File: src/rtl/ofdm_pkg.sv
`default_nettype none
// ============================================================================
// Module      : ofdm_pkg
// Description : Shared OFDM transmitter constants, complex sample type and
//               IFFT error codes.
// Revision    : 1.0 - initial release
// ============================================================================
package ofdm_pkg;

    localparam int N_FFT    = 8;
    localparam int CP_LEN   = 2;
    localparam int SAMPLE_W = 8;

    typedef struct packed {
        logic [SAMPLE_W-1:0] re;
        logic [SAMPLE_W-1:0] im;
    } cplx_t;

    localparam logic [1:0] ERR_NONE      = 2'b00;
    localparam logic [1:0] ERR_OVERFLOW  = 2'b01;
    localparam logic [1:0] ERR_UNDERFLOW = 2'b10;
    localparam logic [1:0] ERR_OTHER     = 2'b11;

endpackage
`default_nettype wire

File: src/rtl/cp_bank_ram.sv
`default_nettype none
// ============================================================================
// Module      : cp_bank_ram
// Description : Two banks of N complex samples; one synchronous write port,
//               one combinational read port.
// Revision    : 1.0 - initial release
// ============================================================================
module cp_bank_ram #(
    parameter int DW = ofdm_pkg::SAMPLE_W,
    parameter int N  = ofdm_pkg::N_FFT,
    parameter int IW = $clog2(ofdm_pkg::N_FFT)
) (
    input  logic            clk,
    input  logic            we,
    input  logic            wbank,
    input  logic [IW-1:0]   widx,
    input  logic [2*DW-1:0] wdata,
    input  logic            rbank,
    input  logic [IW-1:0]   ridx,
    output logic [2*DW-1:0] rdata
);
    import ofdm_pkg::*;

    // Bank select is the address MSB; N is a power of two so this is dense.
    logic [2*DW-1:0] r_mem [2*N];

    // Store one sample per accepted write.
    always_ff @(posedge clk) begin
        if (we) begin
            r_mem[{wbank, widx}] <= wdata;
        end
    end

    assign rdata = r_mem[{rbank, ridx}];

endmodule
`default_nettype wire

File: src/rtl/cp_inserter.sv
`default_nettype none
// ============================================================================
// Module      : cp_inserter
// Description : Cyclic-prefix insertion with ping-pong symbol banks. Each
//               N-sample input packet is replayed as its last CP_LEN samples
//               followed by all N samples.
// Revision    : 1.0 - initial release
// ============================================================================
module cp_inserter #(
    parameter int DW     = ofdm_pkg::SAMPLE_W,
    parameter int N      = ofdm_pkg::N_FFT,
    parameter int CP_LEN = ofdm_pkg::CP_LEN
) (
    input  logic          clk,
    input  logic          reset,
    input  logic          sink_valid,
    output logic          sink_ready,
    input  logic          sink_sop,
    input  logic          sink_eop,
    input  logic [1:0]    sink_error,
    input  logic [DW-1:0] sink_real,
    input  logic [DW-1:0] sink_imag,
    output logic          source_valid,
    input  logic          source_ready,
    output logic          source_sop,
    output logic          source_eop,
    output logic [DW-1:0] source_real,
    output logic [DW-1:0] source_imag,
    output logic          sym_drop
);
    import ofdm_pkg::*;

    localparam int              c_IW       = $clog2(N);
    localparam logic [c_IW-1:0] c_LAST     = c_IW'(N - 1);
    localparam logic [c_IW-1:0] c_CP_START = c_IW'(N - CP_LEN);
    localparam logic [c_IW-1:0] c_ONE      = c_IW'(1);

    localparam logic [0:0] W_IDLE = 1'b0;
    localparam logic [0:0] W_FILL = 1'b1;

    localparam logic [1:0] R_IDLE = 2'd0;
    localparam logic [1:0] R_CP   = 2'd1;
    localparam logic [1:0] R_BODY = 2'd2;

    // write side
    logic [0:0]      r_wstate, w_wstate_nx;
    logic [c_IW-1:0] r_widx, w_widx_nx, w_wr_idx;
    logic            r_wbank;
    logic            r_err, w_err_nx, w_err_acc;
    logic            r_drop, w_drop;
    logic            w_sink_beat, w_we, w_commit;
    // read side
    logic [1:0]      r_rstate, w_rstate_nx;
    logic [c_IW-1:0] r_ridx, w_ridx_nx;
    logic            r_rbank;
    logic            w_src_beat, w_release;
    // shared
    logic [1:0]      r_full;
    logic [2*DW-1:0] w_rdata;

    assign sink_ready  = ~reset & ~r_full[r_wbank];
    assign w_sink_beat = sink_valid & sink_ready;

    // Write FSM: place samples, validate framing, commit or drop the symbol.
    always_comb begin
        w_wstate_nx = r_wstate;
        w_widx_nx   = r_widx;
        w_err_nx    = r_err;
        w_we        = 1'b0;
        w_commit    = 1'b0;
        w_drop      = 1'b0;
        // A sop always restarts the symbol, discarding any earlier error.
        w_wr_idx    = sink_sop ? '0 : r_widx;
        w_err_acc   = (sink_sop ? 1'b0 : r_err) | (sink_error != ERR_NONE);
        if (w_sink_beat) begin
            if ((r_wstate == W_IDLE) && !sink_sop) begin
                w_drop = 1'b1;
            end else begin
                w_we = 1'b1;
                if ((r_wstate == W_FILL) && sink_sop) begin
                    w_drop = 1'b1;
                end
                if (sink_eop || (w_wr_idx == c_LAST)) begin
                    w_wstate_nx = W_IDLE;
                    w_widx_nx   = '0;
                    w_err_nx    = 1'b0;
                    if (sink_eop && (w_wr_idx == c_LAST) && !w_err_acc) begin
                        w_commit = 1'b1;
                    end else begin
                        w_drop = 1'b1;
                    end
                end else begin
                    w_wstate_nx = W_FILL;
                    w_widx_nx   = w_wr_idx + c_ONE;
                    w_err_nx    = w_err_acc;
                end
            end
        end
    end

    // Write FSM state, bank pointer and drop pulse registers.
    always_ff @(posedge clk) begin
        if (reset) begin
            r_wstate <= W_IDLE;
            r_widx   <= '0;
            r_err    <= 1'b0;
            r_wbank  <= 1'b0;
            r_drop   <= 1'b0;
        end else begin
            r_wstate <= w_wstate_nx;
            r_widx   <= w_widx_nx;
            r_err    <= w_err_nx;
            r_drop   <= w_drop;
            if (w_commit) begin
                r_wbank <= ~r_wbank;
            end
        end
    end

    // Bank occupancy; a commit and a release never target the same bank.
    always_ff @(posedge clk) begin
        if (reset) begin
            r_full <= 2'b00;
        end else begin
            r_full[0] <= (r_full[0] | (w_commit & ~r_wbank)) & ~(w_release & ~r_rbank);
            r_full[1] <= (r_full[1] | (w_commit &  r_wbank)) & ~(w_release &  r_rbank);
        end
    end

    // Read FSM: prefix from index N-CP_LEN, then the body from index 0.
    always_comb begin
        w_rstate_nx = r_rstate;
        w_ridx_nx   = r_ridx;
        w_release   = 1'b0;
        w_src_beat  = (r_rstate != R_IDLE) & source_ready;
        case (r_rstate)
            R_IDLE: begin
                if (r_full[r_rbank]) begin
                    w_rstate_nx = R_CP;
                    w_ridx_nx   = c_CP_START;
                end
            end
            R_CP: begin
                if (w_src_beat) begin
                    if (r_ridx == c_LAST) begin
                        w_rstate_nx = R_BODY;
                        w_ridx_nx   = '0;
                    end else begin
                        w_ridx_nx = r_ridx + c_ONE;
                    end
                end
            end
            R_BODY: begin
                if (w_src_beat) begin
                    if (r_ridx == c_LAST) begin
                        w_release   = 1'b1;
                        w_ridx_nx   = c_CP_START;
                        w_rstate_nx = r_full[~r_rbank] ? R_CP : R_IDLE;
                    end else begin
                        w_ridx_nx = r_ridx + c_ONE;
                    end
                end
            end
            default: begin
                w_rstate_nx = R_IDLE;
            end
        endcase
    end

    // Read FSM state and bank pointer registers.
    always_ff @(posedge clk) begin
        if (reset) begin
            r_rstate <= R_IDLE;
            r_ridx   <= '0;
            r_rbank  <= 1'b0;
        end else begin
            r_rstate <= w_rstate_nx;
            r_ridx   <= w_ridx_nx;
            if (w_release) begin
                r_rbank <= ~r_rbank;
            end
        end
    end

    cp_bank_ram #(
        .DW (DW),
        .N  (N),
        .IW (c_IW)
    ) u_ram (
        .clk   (clk),
        .we    (w_we),
        .wbank (r_wbank),
        .widx  (w_wr_idx),
        .wdata ({sink_real, sink_imag}),
        .rbank (r_rbank),
        .ridx  (r_ridx),
        .rdata (w_rdata)
    );

    assign source_valid = ~reset & (r_rstate != R_IDLE);
    assign source_sop   = source_valid & (r_rstate == R_CP) & (r_ridx == c_CP_START);
    assign source_eop   = source_valid & (r_rstate == R_BODY) & (r_ridx == c_LAST);
    assign source_real  = source_valid ? w_rdata[2*DW-1:DW] : '0;
    assign source_imag  = source_valid ? w_rdata[DW-1:0]    : '0;
    assign sym_drop     = ~reset & r_drop;

endmodule
`default_nettype wire

File: config.mk
export PLATFORM = sky130hd
export DESIGN_NAME = cp_inserter
export DESIGN_NICKNAME = d
export VERILOG_FILES = /design/src/rtl/ofdm_pkg.sv /design/src/rtl/cp_bank_ram.sv /design/src/rtl/cp_inserter.sv
export SDC_FILE = /design/constraint.sdc
export NUM_CORES = 1
export LEC_CHECK = 0
export ABC_CLOCK_PERIOD_IN_PS = 5200
export CAP_MARGIN = 20
export CORE_MARGIN = 2
export CORE_UTILIZATION = 35
export CTS_BUF_LIST = sky130_fd_sc_hd__clkbuf_4 sky130_fd_sc_hd__clkbuf_8 sky130_fd_sc_hd__clkbuf_16
export CTS_CLUSTER_SIZE = 20
export DETAILED_ROUTE_END_ITERATION = 8
export GPL_TIMING_DRIVEN = 1
export PLACE_DENSITY = 0.55
export SLEW_MARGIN = 20
export SYNTH_ARGS = -nofsm -noshare
export SYNTH_HDL_FRONTEND = slang
export SYNTH_SLANG_ARGS = --single-unit
File: constraint.sdc
create_clock -name clk -period 5.2 [get_ports clk]
set_clock_uncertainty 0.1 [all_clocks]
set_input_delay 1.04 -clock clk [delete_from_list [all_inputs] [get_ports clk]]
set_output_delay 1.04 -clock clk [all_outputs]
set_load 0.02 [all_outputs]
==> reports/metrics.cfg <==
[sta]
fin_tns_setup_ns=0
fin_crit_sh=0.876
finalHoldViolCount=0
slew_violations=0
tightest_slew_ns=1.03
setup-violations-final=0
fmaxAchievable_ghz=0.219
rsz0062_at_grt=no
period_needed_ns=4.56
slew_headroom=0.307

[placed_design]
port_buffers=44
gp_congestion=0.792
dp_hpwl_um=16200

[drt]
met1_length_um=11100
wl_met3_um=1310
vias=5969
first_pass_iters=5
wl_met2_um=13000
drtIter0Drc=473
final_antenna_net_count=0
wirelength_um=26100
vias_per_cell=5.30
drc_errors=0
dr.max_layer_used=met4
wl_per_cell_um=23.2

[final_layout]
area_growth_pct=15.4
multi_input_area_mm2=0.00291
fillers=2850
post-route-util=0.409
final_cell_mix=edfxtp_1, mux2i_1, clkdlybuf4s50_1
drive_above_1_share=0.193
num_antenna_cells=0
nets=747
ff_latch_area_mm2=0.00799
final_common_cell=edfxtp_1

[cts]
numCtsBuffers=27
root_buffer=clkbuf_16
clkTransAtPathRegs_ns=0.07
cts_tree=built
cts_setup_buffers=0
clk_latency_ns=0.53
clockBufferDepth=3
cts_hold_buf=0
htree_num_levels=1
clock_sinks=271
cts_resized=0

[setup_path]
path_class=reg -> out
max_stage_delay_ns=0.78
critPathArrivalTime_ns=3.42
crit_fanout=16
start_kind=flop
crit_slowest_cell=nand2b_1
cp.required_ns=4.06
cp-end-kind=primary output
path_cells=nand2b_1 -> o22ai_1 -> a2111oi_2 -> a31o_1 -> clkdlybuf4s50_1

[power]
ir_drop_mv=0.332
pwr-share-comb=0.169
p_seq_frac=0.486
power.share.clock=0.345
p_sw_frac=0.271
p_leak_nw=3.91
total_power_mw=5.02
switchingPower_mw=1.36
p_int_mw=3.66
power.density_mw_per_mm2=389

[synth]
netlist_instances=640
avgSynthCellArea_um2=17.5
synth.distinct_cells=51
ys_seq_area_frac=0.714
yosys_warnings=0
syn-cell-area_mm2=0.0112
yosys.area.top_type=edfxtp_1
synth.top_cell.area_share=0.687
synth_nets=677
ys_top_cells_by_area=edfxtp_1, mux2i_1, mux4_2, dfxtp_1, mux2_2
synth-seq-cells=271

[grt]
grt_pass1_vias=6280
antenna_found_initial=0
grt_max_degree=52
grt_pass1_wl_um=39100
grt_overflow_total=0
track_usage=0.157

[floorplan]
initial_core_util=0.355
rows=65
die_w_um=183
ioPinCount=45
die-area_mm2=0.0334
die_height_um=183
core-area_mm2=0.0316

[min_path]
hp-class=reg -> reg

[outcome]
outcome=finished clean

[flow_run]
maxCapViolations=0

[per-layer routing]
| layer | up-vias | GRT usage |
|---|---|---|
| li1 | 2681 | - |
| met1 | 3082 | 0.205 |
| met2 | 159 | 0.271 |
| met3 | 47 | 0.0208 |
| met4 | 0 | 0.0506 |
| met5 | - | 0 |
[cell families (layout without fill, tap and decap cells)]
family | Yosys count | in the layout | synth area share
AOI/OAI and AO/OA | 104 | 104 | 0.0779
and+or+nand+nor | 102 | 102 | 0.0492
xor gates and xnor gates | 2 | 2 | 0.00157
DFF | 271 | 271 | 0.714
buffers and inverters | 47 | 132 | 0.0307
muxes | 101 | 101 | 0.112
adders and majority gates | 13 | 13 | 0.0145
[power groups by stage]
stage	Clock, mW	Combinational, mW	Sequential, mW
after floorplan	0	0.502	2.47
after global placement	0	0.832	2.49
after detailed placement	0	0.837	2.49
after CTS	1.77	0.843	2.44
after global routing	1.86	0.904	2.45
final	1.73	0.849	2.44
[cells in the mapped netlist, drive strengths merged]
cell and n:
a311oi 3, a211oi 19, and3 2, clkbuf 8
o31ai 1, a31o 16, o21ba 1, mux4 16
a21oi 8, a2111oi 16, a21o 1, a221oi 2
o22ai 15, mux2 31, and4 1, o21ai 3
a21bo 1, nor3 11, a31oi 3, or2 3
xnor2 1, nand2b 21, buf 27, nand2 11
dfxtp 15, nor2b 23, mux2i 54, inv 12
nor2 26, edfxtp 256, nand3 2, xor2 1
a221o 1, ha 13, a22oi 14, nand3b 2
[registers in the layout, summed over array words and instances, names as in the netlist]
| register | count |
|---|---|
| r_rstate | 2 |
| r_full | 2 |
| r_drop | 1 |
| r_wstate | 1 |
| u_ram.r_mem | 256 |
| r_rbank | 1 |
| r_wbank | 1 |
| r_ridx | 3 |
| r_err | 1 |
| r_widx | 3 |
[final timing paths]
check,startpoint,to,slack (ns),cells past startpoint
setup / recovery,r_ridx[1],source_imag[6],0.64,5
hold / removal,r_widx[2],r_widx[2],0.38,2
setup reg to reg,r_wbank,u_ram.r_mem[5][0],1.76,5
hold reg to reg,r_widx[2],r_widx[2],0.38,2
[per-stage QoR]
stage	cell area (um2)	std cells	hold WS (ns)	worst slack, ns
after global routing	12900	1127	0.389	0.460
after floorplan	11200	640	0.346	1.81
after global placement	12100	1082	0.361	0.667
after CTS	12900	1126	0.375	0.582
final	12900	1127	0.376	0.642
after detailed placement	12100	1082	0.365	0.660
[worst max-delay path: cells and delay by family, from the launching register on]
family | cells | cell delay, ns
simple gates | 1 | 0.78
flops | 1 | 0.60
buf+inv | 1 | 0.65
compound gates | 3 | 0.86
[final cells by class]
cell class / count / area share
flip-flops and latches: 271 / 0.619
multi-input cells: 322 / 0.226
clock buffers: 33 / 0.0558
repair buffers: 76 / 0.0530
well taps: 402 / 0.0389
clock inverters: 11 / 0.00436
inverters: 12 / 0.00349
Power figures use the tool's default switching activity.
